==> src/rtl/perceptron_trainer.sv <==
// perceptron_trainer: stores up to DEPTH labelled samples and replays them epoch by
// epoch to an external perceptron until an error-free epoch or the epoch limit. Rev 1.0
`default_nettype none

module perceptron_trainer #(
  parameter int DEPTH      = 8,
  parameter int RESULT_LAT = 2
) (
  input  logic                       clk,
  input  logic                       reset,
  input  logic                       load_valid,
  output logic                       load_ready,
  input  logic [7:0]                 load_data,
  input  logic [7:0]                 thr_in,
  input  logic [7:0]                 max_epochs,
  input  logic                       start,
  output logic [6:0]                 p_in,
  output logic [7:0]                 p_threshold,
  output logic                       p_exp_res,
  input  logic [1:0]                 p_result,
  output logic                       busy,
  output logic                       done,
  output logic                       converged,
  output logic [7:0]                 epoch_cnt,
  output logic [$clog2(DEPTH):0]     err_cnt
);

  localparam int AW = $clog2(DEPTH);
  localparam int CW = AW + 1;
  localparam int HW = (RESULT_LAT < 1) ? 1 : $clog2(RESULT_LAT + 1);

  typedef enum logic [1:0] {IDLE, DRIVE, EPOCH_END, FIN} state_t;

  state_t          state, state_n;
  logic [7:0]      mem [DEPTH];
  logic [CW-1:0]   count;
  logic [CW-1:0]   acc;
  logic [AW-1:0]   k;
  logic [HW-1:0]   hold;
  logic [7:0]      limit;
  logic [7:0]      sample;
  logic            load_fire;
  logic            last_hold;
  logic            last_k;
  logic            mismatch;
  logic [1:0]      exp_code;

  assign load_ready = (state == IDLE) && (count < CW'(DEPTH));
  assign load_fire  = load_valid && load_ready;
  assign sample     = mem[k];
  assign last_hold  = (hold == HW'(RESULT_LAT));
  assign last_k     = ({1'b0, k} == count - 1'b1);
  assign exp_code   = sample[7] ? 2'b01 : 2'b11;
  // Any code other than the expected one, including the undefined 2'b00/2'b10, is an error.
  assign mismatch   = (p_result != exp_code);
  assign p_in       = (state == DRIVE) ? sample[6:0] : 7'd0;
  assign p_exp_res  = (state == DRIVE) ? sample[7] : 1'b0;
  assign done       = (state == FIN);

  always_ff @(posedge clk) begin
    if (load_fire) begin
      mem[count[AW-1:0]] <= load_data;
    end
  end

  always_comb begin
    state_n = state;
    case (state)
      IDLE: begin
        if (start) begin
          // A load landing in the same cycle as start still counts as a stored sample.
          state_n = (count == '0 && !load_fire) ? FIN : DRIVE;
        end
      end
      DRIVE: begin
        if (last_hold && last_k) begin
          state_n = EPOCH_END;
        end
      end
      EPOCH_END: begin
        if (acc == '0 || (epoch_cnt + 8'd1) == limit) begin
          state_n = FIN;
        end else begin
          state_n = DRIVE;
        end
      end
      FIN:     state_n = IDLE;
      default: state_n = IDLE;
    endcase
  end

  always_ff @(posedge clk) begin
    if (reset) begin
      state       <= IDLE;
      count       <= '0;
      acc         <= '0;
      k           <= '0;
      hold        <= '0;
      limit       <= 8'd0;
      p_threshold <= 8'd0;
      busy        <= 1'b0;
      converged   <= 1'b0;
      epoch_cnt   <= 8'd0;
      err_cnt     <= '0;
    end else begin
      state <= state_n;
      case (state)
        IDLE: begin
          if (load_fire) begin
            count <= count + 1'b1;
          end
          if (start) begin
            p_threshold <= thr_in;
            limit       <= (max_epochs == 8'd0) ? 8'd1 : max_epochs;
            epoch_cnt   <= 8'd0;
            err_cnt     <= '0;
            converged   <= 1'b0;
            acc         <= '0;
            busy        <= 1'b1;
            k           <= '0;
            hold        <= '0;
          end
        end
        DRIVE: begin
          if (last_hold) begin
            hold <= '0;
            if (mismatch) begin
              acc <= acc + 1'b1;
            end
            if (!last_k) begin
              k <= k + 1'b1;
            end
          end else begin
            hold <= hold + 1'b1;
          end
        end
        EPOCH_END: begin
          epoch_cnt <= epoch_cnt + 8'd1;
          err_cnt   <= acc;
          acc       <= '0;
          k         <= '0;
          if (acc == '0) begin
            converged <= 1'b1;
          end
        end
        FIN: begin
          busy <= 1'b0;
        end
        default: ;
      endcase
    end
  end

endmodule

`default_nettype wire

==> config.mk <==
export PLATFORM = sky130hd
export DESIGN_NAME = perceptron_trainer
export DESIGN_NICKNAME = d
export VERILOG_FILES = /design/src/rtl/perceptron_trainer.sv
export SDC_FILE = /design/constraint.sdc
export NUM_CORES = 1
export LEC_CHECK = 0
export CAP_MARGIN = 40
export CORE_MARGIN = 4
export CORE_UTILIZATION = 57
export CTS_BUF_LIST = sky130_fd_sc_hd__clkbuf_2
export DETAILED_ROUTE_END_ITERATION = 6
export PLACE_DENSITY = 0.82
export SYNTH_ARGS = -nofsm -noshare
export SYNTH_HDL_FRONTEND = slang
export SYNTH_SLANG_ARGS = --single-unit
==> constraint.sdc <==
create_clock -name clk -period 2.8 [get_ports clk]
set_clock_uncertainty 0.05 [all_clocks]
set_input_delay 0.56 -clock clk [delete_from_list [all_inputs] [get_ports clk]]
set_output_delay 0.56 -clock clk [all_outputs]
set_load 0.01 [all_outputs]
-- Word-level counts from Yosys, hierarchy flattened
Memory sizes are Yosys's and may differ from the RTL's. A register that Yosys moved wholly into a read port is not among the register bits.
Index checks and enable logic that the tools add are counted.
Widths: inputs -> output; s select.
- register bits after elaboration: 45
- bits in latches: 0
- RAM bits: 64
- memory bits (read-only): 0
- output and inout port bits: 32
- logic and storage cells: 87
- memories kept: 1
- add/sub/neg operators: 6
- multipliers: 0
- div/mod/pow operators: 0
- order comparisons: 1
- equal/unequal tests: 13
- shift operators: 0
- multiplexer cells: 32
- bitwise gates (word level): 0
- reduce and logical (&&, ||, !) cells: 23
- memories (memory ; depth ; bits a word ; rd ports ; clocked after memory_dff ; wr ports ; RTL line ; text):
    mem ; 8 ; 8 ; 1 ; 1 ; 1 ; 35 ; logic [7:0] mem [DEPTH];
- operators by type and width (kind ; number):
    $mux 8 ; 2
    $pmux 8 s2 ; 1
    $mux 3 ; 5
    $mux 2 ; 7
    $mux 4 ; 3
    $pmux 4 s3 ; 1
    $reduce_and 2->1 ; 6
    $ne 2x2->1 const B ; 5
    $pmux 3 s3 ; 1
    $add 4x1->4 const B ; 2
    $add 8x1->8 const B ; 1
    $eq 8x8->1 ; 1
    $logic_not 4->1 ; 2
    $logic_not 8->1 ; 1
    $pmux 2 s4 ; 1
    $pmux 4 s2 ; 1
    $reduce_and 4->1 ; 2
    $mux 7 ; 1
    $eq 2x2->1 const B ; 3
    $mux 1 ; 6
    $reduce_bool 2->1 ; 3
    $eq 3x4->1 ; 1
    $logic_and 1x1->1 ; 4
    $lt 4x4->1 const B ; 1
    other kinds (13) ; 14

-- Depth between registers and ports, before layout
- depth after elaboration: 8
- mapped depth: 9

-- Worst setup path before layout
No wires, ideal clock.
- path kind: reg-to-reg
- start point: register state[1]
- end point: memory mem[0][0] (enable)
- setup time: 0.383 ns
- data arrival time: 1.978 ns
- slack: 0.389 ns
- stages on the path, launching flop included: 5
- path buffers: 1
- clock period less this slack: 2.411 ns
- path through: dfxtp_1 > clkbuf_1 > nor3_1 > nand3_1 > nor3_1
- cells in the longest elaborated chain, start to end: 5
- RTL lines (what ; RTL line ; text):
    start: declaration ; 34 ; state_t state, state_n;
    start signal: assignment ; 106 ; state <= state_n;
    $logic_not 2->1 ; 48 ; assign load_ready = (state == IDLE) && (count < CW'(DEPTH));
    $logic_and 1x1->1 ; 48 ;
    named net load_ready ; 12 ; output logic load_ready,
    $logic_and 1x1->1 ; 49 ; assign load_fire = load_valid && load_ready;
    $mux 1 ; 61 ; if (load_fire) begin
    $mux 1 (not written as such) ; 62 ; mem[count[AW-1:0]] <= load_data;
    end: declaration ; 35 ;
The timed path passes the listed nets, and every way through them passes these cells.

==> flow_metrics.py <==
metrics = {
    "timing": {
        "period_share_pct": 97.8,
        "finalSetupViolCount": 0,
        "tightest_slew_ns": 0.675,
        "min_period_ns": 2.74,
        "finalHoldViolCount": 0,
        "finalMaxSlewViolations": 0,
        "max-slew-margin-rel_pct": 54.9,
        "fmax_ghz": 0.365,
        "rsz0062_at_grt": "yes",
    },
    "clocking": {
        "cts_tree": "yes",
        "cts_max_path_buffers": 2,
        "cts_buffers": 9,
        "cts_root_buf": "clkbuf_2",
        "path_clk_slew_ns": 0.32,
        "cts_hold_buf": 0,
        "clk_latency_ns": 0.59,
        "cts.htree.levels": 3,
        "cts_sinks": 112,
    },
    "pwr": {
        "power_leakage_uw": 0.00199,
        "p_total_uw": 3060,
        "pwr-share-clk_pct": 23.8,
        "p_switching_uw": 873,
        "power_frac_comb_pct": 15.7,
        "powerDensity_mw_per_mm2": 541,
        "p_int_uw": 2190,
        "seq_power_share_pct": 60.5,
        "swShare_pct": 28.5,
        "ir_worst_vdd_v": 0.000370,
    },
    "logic_synthesis": {
        "synth-seq-cells": 112,
        "synthDistinctLibCells": 45,
        "syn_avg_cell_area_um2": 12.0,
        "syn_nets": 432,
        "ys_warn_count": 0,
        "syn_inst": 395,
        "seq_area_frac_synth_pct": 61.0,
        "synth_edf_count": 64,
        "synth_area_mm2": 0.00473,
        "ys.flop_type": "edfxtp_1",
        "synth_top_area_cell": "edfxtp_1",
        "async_flop_share_pct": 0,
        "synthTopCellsByArea": "edfxtp_1 (41%), dfxtp_1 (20%), mux4_2 (5.2%)",
        "synth_top_area_share_pct": 40.6,
    },
    "placed_design": {
        "dp_hpwl_um": 6970,
        "gp_congestion": 0.838,
        "portBuffers": 61,
    },
    "floorplanning": {
        "io_pins": 62,
        "die_h_um": 99.1,
        "initial_core_util_pct": 60.0,
        "core-area_mm2": 0.00789,
        "dieArea_mm2": 0.00982,
        "die_w_um": 99.1,
        "rows": 32,
    },
    "layout": {
        "final_cell_mix": "edfxtp_1 (64), nand2_1 (53), clkdlybuf4s50_1 (53)",
        "nets": 504,
        "drive_above_1_share_pct": 14.6,
        "final_common_cell": "edfxtp_1",
        "finalCoreUtilization_pct": 71.8,
        "area_growth_pct": 19.8,
        "antennaDiodeCount": 0,
    },
    "detailed_routing": {
        "postRouteWirelength_um": 9980,
        "drt-initial-drc-count": 262,
        "vias": 3261,
        "drt_first_pass_iters": 4,
        "routed_via_density": 5.68,
        "ant_nets": 0,
        "wl_per_cell_um": 17.4,
        "drc": 0,
    },
    "global_route": {
        "grt_use_total_pct": 21.4,
        "antenna_found_initial": 0,
        "grt_pass1_vias": 3356,
        "grt_pass1_wl_um": 16600,
        "grt_max_degree": 45,
        "grt_overflow": 0,
    },
    "setup_path": {
        "cp-end-kind": "output pin",
        "setup.worst_path.class": "flip-flop to output pin",
        "startpoint_type": "flip-flop",
        "reg2reg_slack_ns": 0.39,
        "critical_path_peak_fanout": 7,
        "required_ns": 2.19,
        "critical_path_arrival_ns": 2.13,
    },
    "run_status": {
        "outcome": "finished, final reports clean",
    },
    "flow_run": {
        "drv_cap": 0,
    },
    "hold_path": {
        "hp-class": "flip-flop to flip-flop",
    },
}
[final timing paths]
path	startpoint	end	cells after the start
min	p_threshold[4]	p_threshold[4]	2
min reg2reg	p_threshold[4]	p_threshold[4]	2
max	flip-flop	p_in[0]	6
max reg2reg	count[1]	flip-flop	8
[cells in the mapped netlist, types with 10 or more instances]
| cell type | instances |
|---|---|
| a21oi_1 | 30 |
| clkbuf_1 | 18 |
| dfxtp_1 | 48 |
| edfxtp_1 | 64 |
| mux2i_1 | 10 |
| mux4_2 | 11 |
| nand2_1 | 53 |
| nand3_1 | 13 |
| nor2_1 | 46 |
| nor3_1 | 11 |
| xor2_1 | 10 |
[area by class of cell]
class                   count  area, µm²
clock buffers               9       45.0
clock inverters             7       81.3
fillers                   522       2220
inverters                   5       18.8
multi-input cells         257       1740
flip-flops and latches    112       2890
well taps                 102        128
repair buffers             82        768
[kinds of logic (layout without fill, tap and decap cells)]
family                   Yosys count  in the layout  synth area share [%]
AND/OR/NAND/NOR                  150            150                  14.3
flip-flops                       112            112                  61.0
AO/OA/AOI/OAI                     53             53                  7.06
multiplexers                      29             29                  10.3
buffers and inverters             26            103                  2.25
XOR/XNOR                          18             18                  3.33
adder cells (fa/ha/maj)            7              7                  1.85
[worst max-delay path: stages, from the launching register on]
cell and delay [ns]:
dfxtp_4 0.43, buf_6 0.10, buf_16 0.12, mux4_2 0.50, mux2i_1 0.18, nor2_1 0.06
buf_2 0.14
[repair_timing]
action                                  in CTS  in global routing
resized for setup                           35                  5
gates cloned                                 1                  0
setup buffers                                3                  2
pin swaps                                    0                  3
endpoints found under the setup margin       8                  8
[state kept, by name, summed over array words and instances (netlist names), named ones only]
signal,cells
acc,4
busy,1
converged,1
count,4
epoch_cnt,8
err_cnt,4
hold,2
k,3
limit,8
mem,64
p_threshold,8
state,2
[metrics by stage]
step | worst slack, ns | hold WS, ns | instances | instance area, µm² | setup TNS [ns]
after detailed placement | 0.293 | 0.399 | 553 | 5510 | 0
after floorplan | 0.389 | 0.398 | 395 | 4730 | 0
after global routing | -0.0761 | 0.387 | 574 | 5670 | -0.409
after global placement | 0.383 | 0.392 | 553 | 5510 | 0
after CTS | -0.00134 | 0.405 | 573 | 5670 | -0.00145
final | 0.0608 | 0.427 | 574 | 5670 | 0
[power by group through the flow]
stage	Sequential [µW]	Combinational, µW	Clock, µW
2_1_floorplan	1870	283	0
3_3_place_gp	1880	463	0
3_5_place_dp	1890	479	0
4_1_cts	1850	488	742
5_1_grt	1860	536	820
6_report	1850	481	730
[metal layers]
layer | global-route usage, % | vias up | routed length, µm
met5 | 0 | - | 0
met1 | 28.9 | 1586 | 4250
met4 | 7.67 | 0 | 164
met2 | 34.7 | 90 | 4880
li1 | - | 1568 | -
met3 | 4.07 | 17 | 678
(Power assumes the default switching activity.)
